## src/rtl/uart_tx_buffer_if.sv

```systemverilog
// uart_tx_buffer_if
//   Groups the byte-push strobe from the CPU side and the WE/DATA/READY
//   handshake towards the UART serializer.
//   Signals:
//     WR_EN    push strobe, one byte per cycle when high
//     WR_DATA  byte to push
//     TX_READY READY from the serializer (high = idle, can accept a byte)
//     TX_WE    single-cycle write strobe into the serializer
//     TX_DATA  byte presented to the serializer
//   Modports:
//     slave  - the buffer itself
//     master - whatever drives pushes and models/hosts the serializer
interface uart_tx_buffer_if;
    logic       WR_EN;
    logic [7:0] WR_DATA;
    logic       TX_READY;
    logic       TX_WE;
    logic [7:0] TX_DATA;

    modport slave (
        input  WR_EN,
        input  WR_DATA,
        input  TX_READY,
        output TX_WE,
        output TX_DATA
    );

    modport master (
        output WR_EN,
        output WR_DATA,
        output TX_READY,
        input  TX_WE,
        input  TX_DATA
    );
endinterface

```

## src/rtl/uart_tx_buffer.sv

```systemverilog
// uart_tx_buffer
//   Transmit byte FIFO in front of the UART serializer. Bytes pushed at core
//   speed are stored in a 2^DEPTH_LOG entry circular buffer and handed to the
//   serializer one at a time over WE/DATA/READY. Optionally expands LF into
//   CR LF, and flags dropped pushes with a sticky OVERRUN bit.
//   Ports:
//     CLK      core clock (same clock as the serializer)
//     RST_X    asynchronous active-low reset
//     CRLF_EN  when high, a popped 0x0A goes out as 0x0D then 0x0A
//     CLR_OVR  synchronous clear of OVERRUN (a simultaneous drop wins)
//     bus      push strobe/data and serializer handshake (slave side)
//     COUNT    number of stored bytes, 0..2^DEPTH_LOG (registered)
//     FULL     COUNT == 2^DEPTH_LOG (registered)
//     EMPTY    COUNT == 0 (registered)
//     OVERRUN  sticky, set when a push is dropped
module uart_tx_buffer #(
    parameter int DEPTH_LOG = 4
) (
    input  logic                 CLK,
    input  logic                 RST_X,
    input  logic                 CRLF_EN,
    input  logic                 CLR_OVR,
    uart_tx_buffer_if.slave      bus,
    output logic [DEPTH_LOG:0]   COUNT,
    output logic                 FULL,
    output logic                 EMPTY,
    output logic                 OVERRUN
);

    localparam int DEPTH = 1 << DEPTH_LOG;
    localparam logic [DEPTH_LOG:0] DEPTH_C = {1'b1, {DEPTH_LOG{1'b0}}};
    localparam logic [7:0] CHR_LF = 8'h0A;
    localparam logic [7:0] CHR_CR = 8'h0D;

    typedef enum logic [1:0] {
        S_IDLE  = 2'd0,
        S_PULSE = 2'd1,
        S_WAIT  = 2'd2
    } state_t;

    state_t               state, state_n;
    logic [7:0]           mem [DEPTH];
    logic [DEPTH_LOG-1:0] wr_ptr, rd_ptr;
    logic                 pend, pend_n;      // LF still owed after a CR
    logic                 tx_we_n;
    logic [7:0]           tx_data_n;
    logic                 pop;
    logic                 push_ok;
    logic                 drop;
    logic [DEPTH_LOG:0]   count_n;
    logic [7:0]           head;

    assign head = mem[rd_ptr];

    // The accept/drop decision uses the registered FULL flag, so a pop in
    // the same cycle never makes room for a push that arrives while full.
    assign push_ok = bus.WR_EN && !FULL;
    assign drop    = bus.WR_EN &&  FULL;

    // Sender FSM: next state, registered-output next values, pop strobe.
    always_comb begin
        state_n   = state;
        pend_n    = pend;
        tx_we_n   = 1'b0;
        tx_data_n = bus.TX_DATA;
        pop       = 1'b0;
        case (state)
            S_IDLE: begin
                if (bus.TX_READY) begin
                    if (pend) begin
                        // Owed LF has priority over the FIFO head.
                        tx_data_n = CHR_LF;
                        pend_n    = 1'b0;
                        tx_we_n   = 1'b1;
                        state_n   = S_PULSE;
                    end else if (!EMPTY) begin
                        pop     = 1'b1;
                        tx_we_n = 1'b1;
                        state_n = S_PULSE;
                        // CRLF_EN is only looked at here, at the pop.
                        if (CRLF_EN && head == CHR_LF) begin
                            tx_data_n = CHR_CR;
                            pend_n    = 1'b1;
                        end else begin
                            tx_data_n = head;
                        end
                    end
                end
            end
            // Serializer latches DATA on this edge and drops READY.
            S_PULSE: state_n = S_WAIT;
            S_WAIT: begin
                if (bus.TX_READY) state_n = S_IDLE;
            end
            default: state_n = S_IDLE;
        endcase
    end

    always_comb begin
        count_n = COUNT;
        case ({push_ok, pop})
            2'b10:   count_n = COUNT + 1'b1;
            2'b01:   count_n = COUNT - 1'b1;
            default: count_n = COUNT;
        endcase
    end

    // Storage array has no reset; stale contents are never read because
    // pops are gated by EMPTY.
    always_ff @(posedge CLK) begin
        if (push_ok) mem[wr_ptr] <= bus.WR_DATA;
    end

    always_ff @(posedge CLK or negedge RST_X) begin
        if (!RST_X) begin
            state       <= S_IDLE;
            pend        <= 1'b0;
            bus.TX_WE   <= 1'b0;
            bus.TX_DATA <= 8'h00;
            wr_ptr      <= '0;
            rd_ptr      <= '0;
            COUNT       <= '0;
            FULL        <= 1'b0;
            EMPTY       <= 1'b1;
            OVERRUN     <= 1'b0;
        end else begin
            state       <= state_n;
            pend        <= pend_n;
            bus.TX_WE   <= tx_we_n;
            bus.TX_DATA <= tx_data_n;
            if (push_ok) wr_ptr <= wr_ptr + 1'b1;
            if (pop)     rd_ptr <= rd_ptr + 1'b1;
            COUNT       <= count_n;
            FULL        <= (count_n == DEPTH_C);
            EMPTY       <= (count_n == '0);
            // Set beats clear when both happen in one cycle.
            if (drop)         OVERRUN <= 1'b1;
            else if (CLR_OVR) OVERRUN <= 1'b0;
        end
    end

endmodule

```

## src/flat_wrapper.sv

```systemverilog
// flat-port wrapper written by rule: the top's interface ports become plain ports
module uart_tx_buffer_flat 
#(
    parameter int DEPTH_LOG = 4
)
  (CLK, RST_X, CRLF_EN, CLR_OVR, COUNT, FULL, EMPTY, OVERRUN, bus_WR_EN, bus_WR_DATA, bus_TX_READY, bus_TX_WE, bus_TX_DATA);
  uart_tx_buffer_if bus_i ();
  input  logic CLK;
  input  logic RST_X;
  input  logic CRLF_EN;
  input  logic CLR_OVR;
  output logic [DEPTH_LOG:0] COUNT;
  output logic FULL;
  output logic EMPTY;
  output logic OVERRUN;
  input wire logic [$bits(bus_i.WR_EN)-1:0] bus_WR_EN;
  input wire logic [$bits(bus_i.WR_DATA)-1:0] bus_WR_DATA;
  input wire logic [$bits(bus_i.TX_READY)-1:0] bus_TX_READY;
  output wire logic [$bits(bus_i.TX_WE)-1:0] bus_TX_WE;
  output wire logic [$bits(bus_i.TX_DATA)-1:0] bus_TX_DATA;
  assign bus_i.WR_EN = bus_WR_EN;
  assign bus_i.WR_DATA = bus_WR_DATA;
  assign bus_i.TX_READY = bus_TX_READY;
  assign bus_TX_WE = bus_i.TX_WE;
  assign bus_TX_DATA = bus_i.TX_DATA;
  uart_tx_buffer #(.DEPTH_LOG(DEPTH_LOG)) u_core (.CLK(CLK), .RST_X(RST_X), .CRLF_EN(CRLF_EN), .CLR_OVR(CLR_OVR), .bus(bus_i), .COUNT(COUNT), .FULL(FULL), .EMPTY(EMPTY), .OVERRUN(OVERRUN));
endmodule
```

## config.mk

```make
export PLATFORM = sky130hd
export DESIGN_NAME = uart_tx_buffer_flat
export DESIGN_NICKNAME = d
export VERILOG_FILES = /design/src/rtl/uart_tx_buffer_if.sv /design/src/rtl/uart_tx_buffer.sv /design/src/flat_wrapper.sv
export SDC_FILE = /design/constraint.sdc
export NUM_CORES = 1
export LEC_CHECK = 0
export CAP_MARGIN = 30
export CELL_PAD_IN_SITES_DETAIL_PLACEMENT = 0
export CELL_PAD_IN_SITES_GLOBAL_PLACEMENT = 1
export CORE_UTILIZATION = 55
export CTS_CLUSTER_SIZE = 8
export DETAILED_ROUTE_END_ITERATION = 10
export GPL_ROUTABILITY_DRIVEN = 0
export PLACE_DENSITY_LB_ADDON = 0.2
export SLEW_MARGIN = 0
export SYNTH_ARGS = -nofsm -noshare
export SYNTH_HDL_FRONTEND = slang
export SYNTH_SLANG_ARGS = --single-unit
```

## constraint.sdc

```tcl
create_clock -name CLK -period 4.35 [get_ports CLK]
set_input_delay 0.435 -clock CLK [delete_from_list [all_inputs] [get_ports CLK]]
set_output_delay 0.435 -clock CLK [all_outputs]
set_load 0.01 [all_outputs]
```

# After elaboration in Yosys (flattened, before gate mapping)
# Memory sizes are Yosys's and may differ from the RTL's.
# Cells that the tools add are included.
# totals
in_bits	14
mem_count	1
ram_bits	128
out_inout_bits	17
elab_cells	58
regBits	28
# classes
eq_ne	10
addsub	4
muxes	23
n_reduce_logical	10
# memory_table
name	words	width	rd	rd_ports_with_merged_regs	write_ports	line	source
u_core.mem	16	8	1	0	1	uart_tx_buffer.sv:42	logic [7:0] mem [DEPTH];
# ops
operator	n
two-way mux 8 bit	3
two-way mux 1 bit	14
one-hot mux 5 bit (2 select lines)	1
adder 4 x 1 -> 4 bit, second input constant	2
== test 8 x 4 -> 1 bit, second input constant	1
two-way mux 2 bit	4
inequality test 2 bit, second input constant	3
one-hot mux 2 bit (3 select lines)	1
AND reduction 3 bit	2
adder 5 x 1 -> 5 bit, second input constant	1
== test 5 bit, second input constant	1
zero test 5 bit	1
subtractor 5 x 1 -> 5 bit, second input constant	1
== test 2 x 1 -> 1 bit, second input constant	2
== test 2 bit, second input constant	2
logical AND 1 bit	3
inequality test 3 bit, second input constant	1
zero test 2 bit	1
AND reduction 2 bit	1
nonzero test 2 bit	1
zero test 1 bit	1

# Depth between registers and ports, before layout
# depth
depth_word	7
mapped_depth	11
depth_no_buf	11

# Worst setup path after synthesis
# Ideal clock, no wire load.
# synth_path
path_kind	input -> register
start	input port bus_TX_READY
end	register u_core.EMPTY
n_path_buf	0
path_slack_ps	1955
path_stages	10
setup_time_ps	63
required_time_ps	4287
arrival_time_ps	2332
path_cell_list	nor3b_2 > nand2_1 > inv_1 > ha_1 > a21oi_1 > nand2b_1 > o21bai_1 > a221oi_2 > xnor2_1 > and4b_1
# synth_via
elab_chain_len	5
elab_cells_between_ends	6
classes_between	eq/ne (2); mux (3); reduce/logical (1)
# synth_lines
item	line	source
start: declaration	flat_wrapper.sv:18	input wire logic [$bits(bus_i.TX_READY)-1:0] bus_TX_READY;
two-way mux 1 bit *	uart_tx_buffer.sv:69	if (bus.TX_READY) begin
two-way mux 1 bit *	uart_tx_buffer.sv:67	case (state)
== test 2 x 1 -> 1 bit or == test 2 bit (tied branches)	uart_tx_buffer.sv:101	case ({push_ok, pop})
one-hot mux 5 bit (2 select lines) *	uart_tx_buffer.sv:101	
zero test 5 bit *	uart_tx_buffer.sv:135	EMPTY <= (count_n == '0);
end signal: assignment	uart_tx_buffer.sv:135	
end: declaration	uart_tx_buffer.sv:26	output logic EMPTY,
# Mark *: on every way between the ends. The rest lies on a longest branch, timed or not.
# A chain may end at the register's enable or synchronous reset.

# Worst setup path in the final report
# Ends and elaborated chain as after synthesis.

==> results.md <==
- CTS tree: done
- Setup TNS: 0 ns
- Seq/Total Area, Yosys: 70.2%
- Max clock buf depth: 2
- Die X-Extent: 111 um
- Drt initial violations: 214
- CTS Buf Count: 17
- Post-synth EDFFs: 128
- XOR/XNOR share of the synthesized area: 1.35%
- Largest net degree at the start of global routing: 29
- Placed cell area: 0.00689 mm^2
- Synthesized instance count: 357
- Async SR Flop Fraction: 17.9%
- Final hold violation count: 0
- Syn nets: 379
- Core ar.: 0.0115 mm^2
- Mapped Area: 0.00647 mm^2
- Fin crit period: 2.90 ns
- Area share of fa/ha/maj cells after synthesis: 1.55%
- Compound-gate portion of the synthesized area: 3.92%
- Via count of the first global-routing pass: 3349
- Crit path DAT: 3.26 ns
- Largest family of logic cells by synthesized area: multiplexers
- HP Class: in2async
- # fillers: 804
- Clock slew at reported path FFs: 0.06 ns
- Crit Path Class: in2reg
- ANT cells: 0
- Routed WL: 12.0 mm
- #FFs+latches synth: 156
- Post-synthesis mux area share: 13.1%
- Post-route DRC violation count: 0
- Post-CTS setup buffer count: 0
- Fmax: 345 MHz
- Clock Latency Late Sink: 0.42 ns
- Fin util: 64.9%
- Starting Density: 56.5%
- Max-slew violation count: 0
- # setup viols final: 0
- Row Count: 39
- RSZ-0062 raised after global routing: false
- Antenna Violating Nets Remaining: 0
- Leak Pwr: 2.61 nW
- GRT Util Overall: 21.5%
- Synth cell types: 52
- Initial antenna violation count: 0
- Buffers added on ports: 30
- DIE HEIGHT: 111 um
- Worst slew margin: 46.1%
- Max Cap Viol: 0
- Worst R2R Setup Slack: 1.53 ns
- Cts hold-fix bufs: 0
- Fin nets: 419
- Crit end category: flop
- Synth Area in Simple Gates: 7.50%
- Post-DP HPWL: 7.88 mm
- Period utilization: 66.6%
- H-tree depth: 4
- Layout cells sized above 1: 18.8%
- Clock sink total: 156
- Syn Area/Cell: 18.1 um^2
- CP Max Fanout: 9
- Startpoint Class: primary input
- I/O pin cnt: 31
- First-pass GRT wire length: 19.0 mm
- Grt ovf: 0
- Slew @ Worst Pin: 0.808 ns
- Vias per inst: 5.83
- Full die area: 0.0122 mm^2
- Clock skew: 0.00795 ns
- Power Dens Cells: 685 mW/mm^2
- Post-CTS resize count: 0
- Peak supply drop: 493 uV
- Status: complete, no violations
- Via count: 3225
- Ys Warns: 0
- Critical Path RT: 4.71 ns
- Final instance area: 0.00744 mm^2
- Most used DFF post-synth: edfxtp_1
- Pre-antenna DRT Iters: 4
- Root buffer cell: clkbuf_16
- Routed len/inst: 21.7 um
- Area grow syn2layout: 15.0%
==> layout make-up <==
type | count | area, um^2 | share of cell area (%)
Clock buffer | 19 | 433 | 5.82
Multi-Input combinational cell | 175 | 1780 | 23.9
Inverter | 11 | 41.3 | 0.555
Sequential cell | 156 | 4550 | 61.1
Tap cell | 143 | 179 | 2.40
Clock inverter | 13 | 124 | 1.66
Timing Repair Buffer | 36 | 345 | 4.64
==> cells in the mapped netlist (all sizes together) (4+ instances only) <==
| cell type | instances | area (um^2) |
|---|---|---|
| nand3 | 14 | 85.1 |
| buf | 11 | 97.6 |
| mux2i | 6 | 60.1 |
| nand2 | 23 | 86.3 |
| clkbuf | 4 | 15.0 |
| inv | 11 | 41.3 |
| nor2 | 6 | 22.5 |
| and2 | 17 | 106 |
| o21ai | 9 | 45.0 |
| xnor2 | 9 | 78.8 |
| edfxtp | 128 | 3840 |
| a22oi | 7 | 62.6 |
| nor2b | 4 | 25.0 |
| ha | 8 | 100 |
| nand2b | 4 | 25.0 |
| mux4 | 32 | 751 |
| dfrtp | 27 | 676 |
==> registers in the layout, summed over array words and instances, names as in the netlist <==
name                flops
u_core.mem            128
u_core.pend             1
u_core.OVERRUN          1
u_core.EMPTY            1
u_core.FULL             1
u_core.state            2
u_core.bus.TX_DATA      8
u_core.bus.TX_WE        1
u_core.COUNT            5
u_core.wr_ptr           4
u_core.rd_ptr           4
==> worst paths after layout <==
path                                       start                    end  depth (start not counted)
setup / recovery                    bus_TX_READY           u_core.EMPTY                         11
hold / removal                             RST_X  u_core.bus.TX_DATA[7]                          2
setup reg to reg                 u_core.state[0]           u_core.EMPTY                         10
hold reg to reg            u_core.bus.TX_DATA[5]  u_core.bus.TX_DATA[5]                          2
max in group asynchronous                  RST_X           u_core.EMPTY                          2
min in group CLK           u_core.bus.TX_DATA[5]  u_core.bus.TX_DATA[5]                          2
==> cells in the final DEF, fill, tap and decap left out, types with 4 or more instances in the layout <==
cell,n
xnor2_1,9
clkdlybuf4s50_1,30
mux4_2,24
nand2b_1,4
a22oi_1,5
mux2i_1,6
clkinv_2,5
and2_1,17
nor2_1,6
clkbuf_16,17
nor2b_1,4
mux4_1,8
nand3_1,11
ha_1,8
o21ai_0,6
nand2_1,23
buf_4,6
inv_1,10
dfrtp_1,27
edfxtp_1,128
==> critical path: stages <==
cell and delay [ns]:
clkdlybuf4s50_1 0.48, nor3b_2 0.29, nand2_1 0.25, inv_1 0.30
ha_1 0.32, a21oi_1 0.13, nand2b_1 0.17, o21bai_1 0.17
a221oi_2 0.28, xnor2_1 0.20, and4b_1 0.23
==> power breakdown <==
part | internal [mW] | switching, mW
Clock | 0.835 | 0.560
Combinational | 0.790 | 0.827
Sequential | 1.87 | 0.214
Total | 3.50 | 1.60
==> cells by family after synthesis <==
family / count (synthesis)
flip-flops: 156
AND/OR/NAND/NOR: 84
multiplexers: 41
AO/OA/AOI/OAI: 32
buffers and inverters: 26
XOR/XNOR: 10
adder cells (fa/ha/maj): 8
==> per-layer routing <==
metal | track usage (%) | wire (um)
met1 | 31.6 | 5590
met2 | 31.8 | 5600
met3 | 4.34 | 540
met4 | 8.80 | 252
met5 | 0 | 0
==> stage by stage <==
stage               instances  power [mW]  hold WS, ns  setup WS [ns]
global route              553        5.36        0.425           1.23
CTS                       553        5.15        0.399           1.45
global placement          521        3.73        0.499           1.16
detailed placement        521        3.75        0.496           1.02
floorplan                 357        3.26        0.139           1.95
finish                    553        5.10        0.391           1.45
No activity file was read; power rests on OpenSTA's default activity.
